**src/rtl/ddr_tx_sched.sv**
```systemverilog
// Round-robin scheduler for two word sources sharing one DDR output lane.
// Each accepted word is sent MSB first, one bit pair (D0/D1) per clock.
//
// state | meaning
// IDLE  | lane quiet (ce low, zeros held); window open
// SHIFT | presenting beats of a word; window opens on the last beat
// FLUSH | one zero pair with ce high, then IDLE
module ddr_tx_sched #(
  parameter int WIDTH = 16
) (
  input  logic             clk,
  input  logic             reset,
  input  logic             req0_valid,
  input  logic [WIDTH-1:0] req0_data,
  output logic             req0_ready,
  input  logic             req1_valid,
  input  logic [WIDTH-1:0] req1_data,
  output logic             req1_ready,
  output logic             ddr_d0,
  output logic             ddr_d1,
  output logic             ddr_ce,
  output logic             ddr_r,
  output logic             busy,
  output logic             grant_id,
  output logic             frame_start
);

  localparam int BEATS = WIDTH / 2;
  localparam int CW    = (BEATS > 1) ? $clog2(BEATS) : 1;

  typedef enum logic [1:0] {IDLE, SHIFT, FLUSH} state_t;

  state_t           state_q, state_d;
  logic [WIDTH-1:0] shift_q, shift_d;
  logic [CW-1:0]    beat_cnt_q, beat_cnt_d;
  logic             last_grant_q, last_grant_d;
  logic             grant_id_q, grant_id_d;
  logic             ddr_d0_q, ddr_d0_d;
  logic             ddr_d1_q, ddr_d1_d;
  logic             ddr_ce_q, ddr_ce_d;
  logic             ddr_r_q, ddr_r_d;
  logic             frame_start_q, frame_start_d;
  logic             busy_q, busy_d;

  logic             last_beat, window_open, gnt0, gnt1, xfer;
  logic [WIDTH-1:0] word;

  assign last_beat   = (state_q == SHIFT) && (beat_cnt_q == CW'(BEATS - 1));
  // Ready must stay low while reset is held, even though state reads IDLE.
  assign window_open = !reset && ((state_q == IDLE) || last_beat);
  assign gnt0        = req0_valid && (!req1_valid || last_grant_q);
  assign gnt1        = req1_valid && (!req0_valid || !last_grant_q);
  assign req0_ready  = window_open && gnt0;
  assign req1_ready  = window_open && gnt1;
  assign xfer        = req0_ready || req1_ready;
  assign word        = req1_ready ? req1_data : req0_data;

  always_comb begin
    state_d       = state_q;
    shift_d       = shift_q;
    beat_cnt_d    = beat_cnt_q;
    last_grant_d  = last_grant_q;
    grant_id_d    = grant_id_q;
    ddr_d0_d      = 1'b0;
    ddr_d1_d      = 1'b0;
    ddr_ce_d      = 1'b0;
    ddr_r_d       = 1'b0;
    frame_start_d = 1'b0;
    if (xfer) begin
      state_d       = SHIFT;
      shift_d       = word << 2;
      beat_cnt_d    = '0;
      last_grant_d  = req1_ready;
      grant_id_d    = req1_ready;
      ddr_d0_d      = word[WIDTH-1];
      ddr_d1_d      = word[WIDTH-2];
      ddr_ce_d      = 1'b1;
      frame_start_d = 1'b1;
    end else begin
      case (state_q)
        SHIFT: begin
          ddr_ce_d = 1'b1;
          if (last_beat) begin
            state_d = FLUSH;
          end else begin
            ddr_d0_d   = shift_q[WIDTH-1];
            ddr_d1_d   = shift_q[WIDTH-2];
            shift_d    = shift_q << 2;
            beat_cnt_d = beat_cnt_q + 1'b1;
          end
        end
        FLUSH:   state_d = IDLE;
        default: ;
      endcase
    end
    busy_d = (state_d != IDLE);
  end

  always_ff @(posedge clk or posedge reset) begin
    if (reset) begin
      state_q       <= IDLE;
      shift_q       <= '0;
      beat_cnt_q    <= '0;
      last_grant_q  <= 1'b1;
      grant_id_q    <= 1'b0;
      ddr_d0_q      <= 1'b0;
      ddr_d1_q      <= 1'b0;
      ddr_ce_q      <= 1'b0;
      ddr_r_q       <= 1'b1;
      frame_start_q <= 1'b0;
      busy_q        <= 1'b0;
    end else begin
      state_q       <= state_d;
      shift_q       <= shift_d;
      beat_cnt_q    <= beat_cnt_d;
      last_grant_q  <= last_grant_d;
      grant_id_q    <= grant_id_d;
      ddr_d0_q      <= ddr_d0_d;
      ddr_d1_q      <= ddr_d1_d;
      ddr_ce_q      <= ddr_ce_d;
      ddr_r_q       <= ddr_r_d;
      frame_start_q <= frame_start_d;
      busy_q        <= busy_d;
    end
  end

  assign ddr_d0      = ddr_d0_q;
  assign ddr_d1      = ddr_d1_q;
  assign ddr_ce      = ddr_ce_q;
  assign ddr_r       = ddr_r_q;
  assign busy        = busy_q;
  assign grant_id    = grant_id_q;
  assign frame_start = frame_start_q;

endmodule

```
**config.mk**
```make
export PLATFORM = sky130hd
export DESIGN_NAME = ddr_tx_sched
export DESIGN_NICKNAME = d
export VERILOG_FILES = /design/src/rtl/ddr_tx_sched.sv
export SDC_FILE = /design/constraint.sdc
export NUM_CORES = 1
export LEC_CHECK = 0
export CELL_PAD_IN_SITES_DETAIL_PLACEMENT = 0
export CELL_PAD_IN_SITES_GLOBAL_PLACEMENT = 1
export CORE_MARGIN = 2
export CORE_UTILIZATION = 33
export DETAILED_ROUTE_END_ITERATION = 8
export PLACE_DENSITY = 0.8
export SETUP_SLACK_MARGIN = 0.05
export SYNTH_ARGS = -nofsm -noshare
export SYNTH_HDL_FRONTEND = slang
export SYNTH_SLANG_ARGS = --single-unit
```
**constraint.sdc**
```tcl
create_clock -name clk -period 1.9 [get_ports clk]
set_input_delay 0.475 -clock clk [delete_from_list [all_inputs] [get_ports clk]]
set_output_delay 0.475 -clock clk [all_outputs]
set_load 0.005 [all_outputs]
```
==> run metrics, run 1 <==
status complete, but fails checks; failing checks negative setup slack; Final Slew Violations 0; Die Y 68.2 um; Worst Hold Class flop to flop; antenna violations before repair 0; final worst path period share 1.09; Crit path largest cell delay 0.37 ns; Synth area leader dfrtp_1; placed cell areas 1970 um^2; largest net degree at the start of global routing 18; Detail Placement HPWL 2.72 mm; Detail Route Antenna Nets 0; deepest clock path buffer count 2; Synth Area per Inst 9.85 um^2; critical path class flop to output pin; CTS tree built; Placer Congestion 0.731; P_leak 0.926 nW; Final Cell Area 2160 um^2; synth unique cells 32; Place WS -0.441 ns; grt ovf 0; Final Setup Violations 2; diode count 0; RSZ-0062 raised after global routing yes; first-pass GRT wire length 5.97 mm; # DRC 0; power density cells 1340 nW/um^2; Port Buf Inserts 44; Crit path required time 1.42 ns; Total GRT Usage 0.172; Worst-path clk slew 0.09 ns; vias in the first global route 1,282; fmax 483 MHz; register area share after synthesis 0.499; Clk Latency, worst-skew pair 0.28 ns; root buf cell clkbuf_8; Mapped Cells 138; post-synth top area share 0.460; clock sinks 27; time the worst path needs with I/O delays and setup 2.07 ns; most frequent cells in the layout clkdlybuf4s50_1 (42), buf_4 (26), dfrtp_1 (25); Initial Util 0.342; top post-synthesis cells by area dfrtp_1 (46%), o22ai_1 (6.9%), nand2_1 (5.2%); share of cells above drive strength 1 0.242; syn nets 178; max-cap viol count 0; setup ws final -0.172 ns; WP data arrival 1.60 ns; Hold Buf Count CTS 0; final hold viol count 0; TritonCTS Buffers 3; WHS 0.518 ns; Core ar. 3970 um^2; crit path cell chain ha_2, ha_4, a21oi_4, or2_1, buf_6, nor2_4, buf_2; Via Count 1,285; master of the slowest instance on the critical path dfrtp_1; Worst Skew 0.00529 ns; Routed WL 3.74 mm; Layout Nets 248; CP max FO 2; flops & latches, synth 27; # rows 23; Boundary Pins 45; Ys Warns 0; final core utilization 0.543; Mapped Area 1360 um^2; DR WL/cell 14.6 um; Worst Setup Start Kind flop; drt first pass iters 4; H-tree depth 1; maximum vdd drop 618 uV; initial DRC count 36; area grow syn2layout 58.7%; commonest non-fill, non-tap cell in the layout clkdlybuf4s50_1; Vias/cell 5.00; die area 4650 um^2; Chip Width 68.2 um; endpoint type of the worst setup path output pin
## layout make-up
type,instances,area [um^2]
Fill cell,361,1820
Multi-Input combinational cell,98,681
Sequential cell,27,678
Timing Repair Buffer,74,671
Tap cell,50,62.6
Clock buffer,3,41.3
Inverter,4,17.5
Clock inverter,1,5.00
## worst paths after layout
check,from,end,slack (ns),cells after the start
worst max-delay path,beat_cnt_q[1],req1_ready,-0.17,7
worst max register to register,beat_cnt_q[1],shift_q[6],0.05,10
worst min-delay path,shift_q[15],shift_q[15],0.52,2
worst min register to register,shift_q[15],shift_q[15],0.52,2
min in group asynchronous,reset,shift_q[14],0.68,4
max in group asynchronous,reset,last_grant_q,0.92,4
## worst max-delay path: cells and delay by family (launching register included)
kind	cells	cell delay (ns)
buffers and inverters	2	0.25
AOI/OAI and AO/OA	1	0.05
DFF	1	0.37
and+or+nand+nor	2	0.32
adders and majority gates	2	0.33
## layer usage
| layer | vias up | GRT usage | share of wire |
|---|---|---|---|
| met3 | 5 | 0.0181 | 0.032 |
| met4 | 0 | 0.0675 | 0.016 |
| met2 | 23 | 0.283 | 0.49 |
| met1 | 618 | 0.231 | 0.46 |
| li1 | 639 | - | - |
| met5 | - | 0 | 0 |
## synth_stat cells, drive strengths merged
library cell   n
nand2b         3
ha             4
nor2           7
nand3          1
o22ai         15
o21ai          2
dfstp          2
a21bo          1
nand2         19
o21bai         1
inv            4
a32oi          7
conb           1
a22oi          5
and2           2
a21oi         12
a2bb2oi        1
o31a           2
xnor2          1
buf            8
nor3           1
or2            2
a211o          1
a21boi         1
mux2i          4
a31oi          1
dfrtp         25
nor2b          4
clkbuf         1
## what timing repair did
item,in CTS,in global routing
endpoints found under the setup margin,2,10
setup buffers,6,4
pin swaps,9,6
resized for setup,21,10
## through the flow
stage	power [mW]	TNS, ns	instances
floorplan	1.79	0	138
global placement	2.30	-2.28	245
detailed placement	2.34	-2.75	245
CTS	2.82	-0.299	255
global route	3.13	-0.557	257
finish	2.89	-0.343	257
## report_power, final
part	internal [mW]	total (mW)	switching [mW]
registers	0.846	0.985	0.139
logic	0.861	1.57	0.712
clock network	0.147	0.332	0.185
## kinds of logic (layout without fill, tap and decap cells)
group | count (synthesis) | in the layout | synth area share
buffers and inverters | 13 | 82 | 0.0534
XOR/XNOR | 1 | 1 | 0.00645
AO/OA/AOI/OAI | 49 | 49 | 0.242
AND/OR/NAND/NOR | 39 | 39 | 0.130
flip-flops | 27 | 27 | 0.499
other | 1 | 1 | 0.00276
multiplexers | 4 | 4 | 0.0295
adder cells (fa/ha/maj) | 4 | 4 | 0.0368
## sequential cells by signal (all words and copies together), names as in the netlist
register,cells
shift_q,14
beat_cnt_q,3
state_q,2
busy,1
ddr_ce,1
ddr_d0,1
ddr_d1,1
ddr_r,1
frame_start,1
grant_id,1
last_grant_q,1
Power figures use the tool's default switching activity.
==> run 2: changes to the inputs <==
--- a/config.mk
+++ b/config.mk
@@ -10,7 +10,8 @@
 export CORE_MARGIN = 2
 export CORE_UTILIZATION = 33
 export DETAILED_ROUTE_END_ITERATION = 8
-export PLACE_DENSITY = 0.8
+export PLACE_DENSITY_LB_ADDON = 0.1
+export REMOVE_ABC_BUFFERS = 1
 export SETUP_SLACK_MARGIN = 0.05
 export SYNTH_ARGS = -nofsm -noshare
 export SYNTH_HDL_FRONTEND = slang
==> run metrics, run 2 (same netlist as run 1, synthesis figures left out) <==
master of the slowest instance on the critical path dfrtp_1; initial DRC count 67 (+86%); RSZ-0062 raised after global routing yes; Top Registers shift_q x14, beat_cnt_q x3, state_q x2; Worst-path clk slew 0.09 ns (about the same); time the worst path needs with I/O delays and setup 2.01 ns (-0.0604 ns); power density cells 1330 nW/um^2 (-0.89%); Detail Route Antenna Nets 0 (unchanged); grt ovf 0 (unchanged); Worst Hold Class flop to flop; Crit path required time 1.42 ns (about the same); Biggest register shift_q; P_leak 0.903 nW (-2.4%); Chip Width 68.2 um (unchanged); largest net degree at the start of global routing 17 (-1); clock sinks 27 (unchanged); Via Count 1,299 (+1.1%); Core ar. 3970 um^2 (unchanged); commonest non-fill, non-tap cell in the layout clkdlybuf4s50_1; WP data arrival 1.54 ns (-0.06 ns); diode count 0 (unchanged); Die Y 68.2 um (unchanged); cell count after placement 248 (+1.2%); fmax 497 MHz (+3.0%); Worst Setup Start Kind flop; endpoint type of the worst setup path output pin; DR WL/cell 14.5 um (-0.27%); status complete, but fails checks; Vias/cell 5.09 (+1.9%); first-pass GRT wire length 5.94 mm (-0.47%); # DRC 0 (unchanged); CTS tree built; TritonCTS Buffers 3 (unchanged); CP max FO 3 (+1); failing checks negative setup slack; Setup crit end req0_ready; crit path cell chain ha_2, ha_4, a21oi_4, or2_4, nor2_4, buf_2; Placer Congestion 0.866 (+18%); drt first pass iters 4 (unchanged); maximum vdd drop 517 uV (-16%); R2R Setup Slk 0.07 ns (+0.02 ns); Hold Buf Count CTS 0 (unchanged); antenna violations before repair 0 (unchanged); R2R depth 8 (-2); most frequent cells in the layout clkdlybuf4s50_1 (42), buf_4 (28), dfrtp_1 (25); Final Setup Violations 2 (unchanged); max reg flops 14 (unchanged); Port Buf Inserts 44 (unchanged); Place WS -0.436 ns (+0.00549 ns); Layout Nets 246 (-0.81%); Initial Util 0.342 (unchanged); max-cap viol count 0 (unchanged); H-tree depth 1 (unchanged); Crit path largest cell delay 0.40 ns (+0.03 ns); Boundary Pins 45 (unchanged); die area 4650 um^2 (unchanged); final core utilization 0.532 (-0.0110); Total GRT Usage 0.175 (+0.00281); Worst Skew 0.00312 ns (-0.00217 ns); Clk Latency, worst-skew pair 0.28 ns (about the same); critical path class flop to output pin; r2r endpoint grant_id; # rows 23 (unchanged); share of cells above drive strength 1 0.229 (-0.0123); deepest clock path buffer count 2 (unchanged); Final Slew Violations 0 (unchanged); Routed WL 3.70 mm (-1.0%); RR Startpoint beat_cnt_q[0]; Critical Path Start beat_cnt_q[0]; setup ws final -0.111 ns (+0.0604 ns); vias in the first global route 1,288 (+0.47%); final hold viol count 0 (unchanged); root buf cell clkbuf_8; Final Non-Filler Cells 255 (-0.78%); area grow syn2layout 55.4%; final worst path period share 1.06 (-0.0318); Detail Placement HPWL 2.76 mm (+1.4%)
-- run 2: how the worst min path moves through the flow --
stage	from	to	slack, ns	cells after the start
CTS	shift_q[6]	shift_q[6]	0.52	1
global route	grant_id	grant_id	0.56	1
detailed placement	shift_q[6]	shift_q[6]	0.50	1
finish	shift_q[6]	shift_q[6]	0.52	1
global placement	state_q[0]	state_q[0]	0.49	2
floorplan	shift_q[15]	shift_q[15]	0.47	2
-- run 2: through the flow --
step	hold slack, ns	instance area (um^2)	power (mW)	setup TNS (ns)
after global placement	0.490	1990	2.33	-1.54
after detailed placement	0.498	1990	2.37	-1.72
after global routing	0.558	2110	3.05	-0.328
after floorplan	0.469	1300	1.71	-0.0675
final	0.517	2110	2.81	-0.216
after CTS	0.522	2090	2.81	-0.264
-- run 2: per-layer routing --
metal	GRT usage	vias up	wire length (um)
li1	-	635	-
met1	0.219	626	1610
met2	0.302	34	1900
met3	0.0247	4	143
met4	0.0675	0	49
met5	0	-	0
-- run 2: worst max-delay path, delay by kind of cell (launching register included) --
| kind | cells | cell delay (ns) |
|---|---|---|
| DFF | 1 | 0.40 |
| and+or+nand+nor | 2 | 0.22 |
| AOI/OAI and AO/OA | 1 | 0.14 |
| buffers and inverters | 1 | 0.12 |
| adders and majority gates | 2 | 0.38 |
-- run 2: what timing repair did --
action | 4_1_cts | 5_1_grt
setup buffers | 2 | 1
resized for setup | 19 | 3
pin swaps | 5 | 2
endpoints found under the setup margin | 2 | 2
cloned | 0 | 0
-- run 2: power by group --
part | total, mW | internal (mW) | switching, mW
combinational | 1.48 | 0.802 | 0.682
sequential | 0.983 | 0.846 | 0.137
clock | 0.340 | 0.149 | 0.190
-- run 2: layout make-up --
| class | instances | area, um^2 |
|---|---|---|
| Multi-Input combinational cell | 98 | 667 |
| Tap cell | 50 | 62.6 |
| Clock inverter | 1 | 7.51 |
| Inverter | 4 | 15.0 |
| Fill cell | 368 | 1860 |
| Timing Repair Buffer | 72 | 641 |
| Clock buffer | 3 | 41.3 |
| Sequential cell | 27 | 678 |
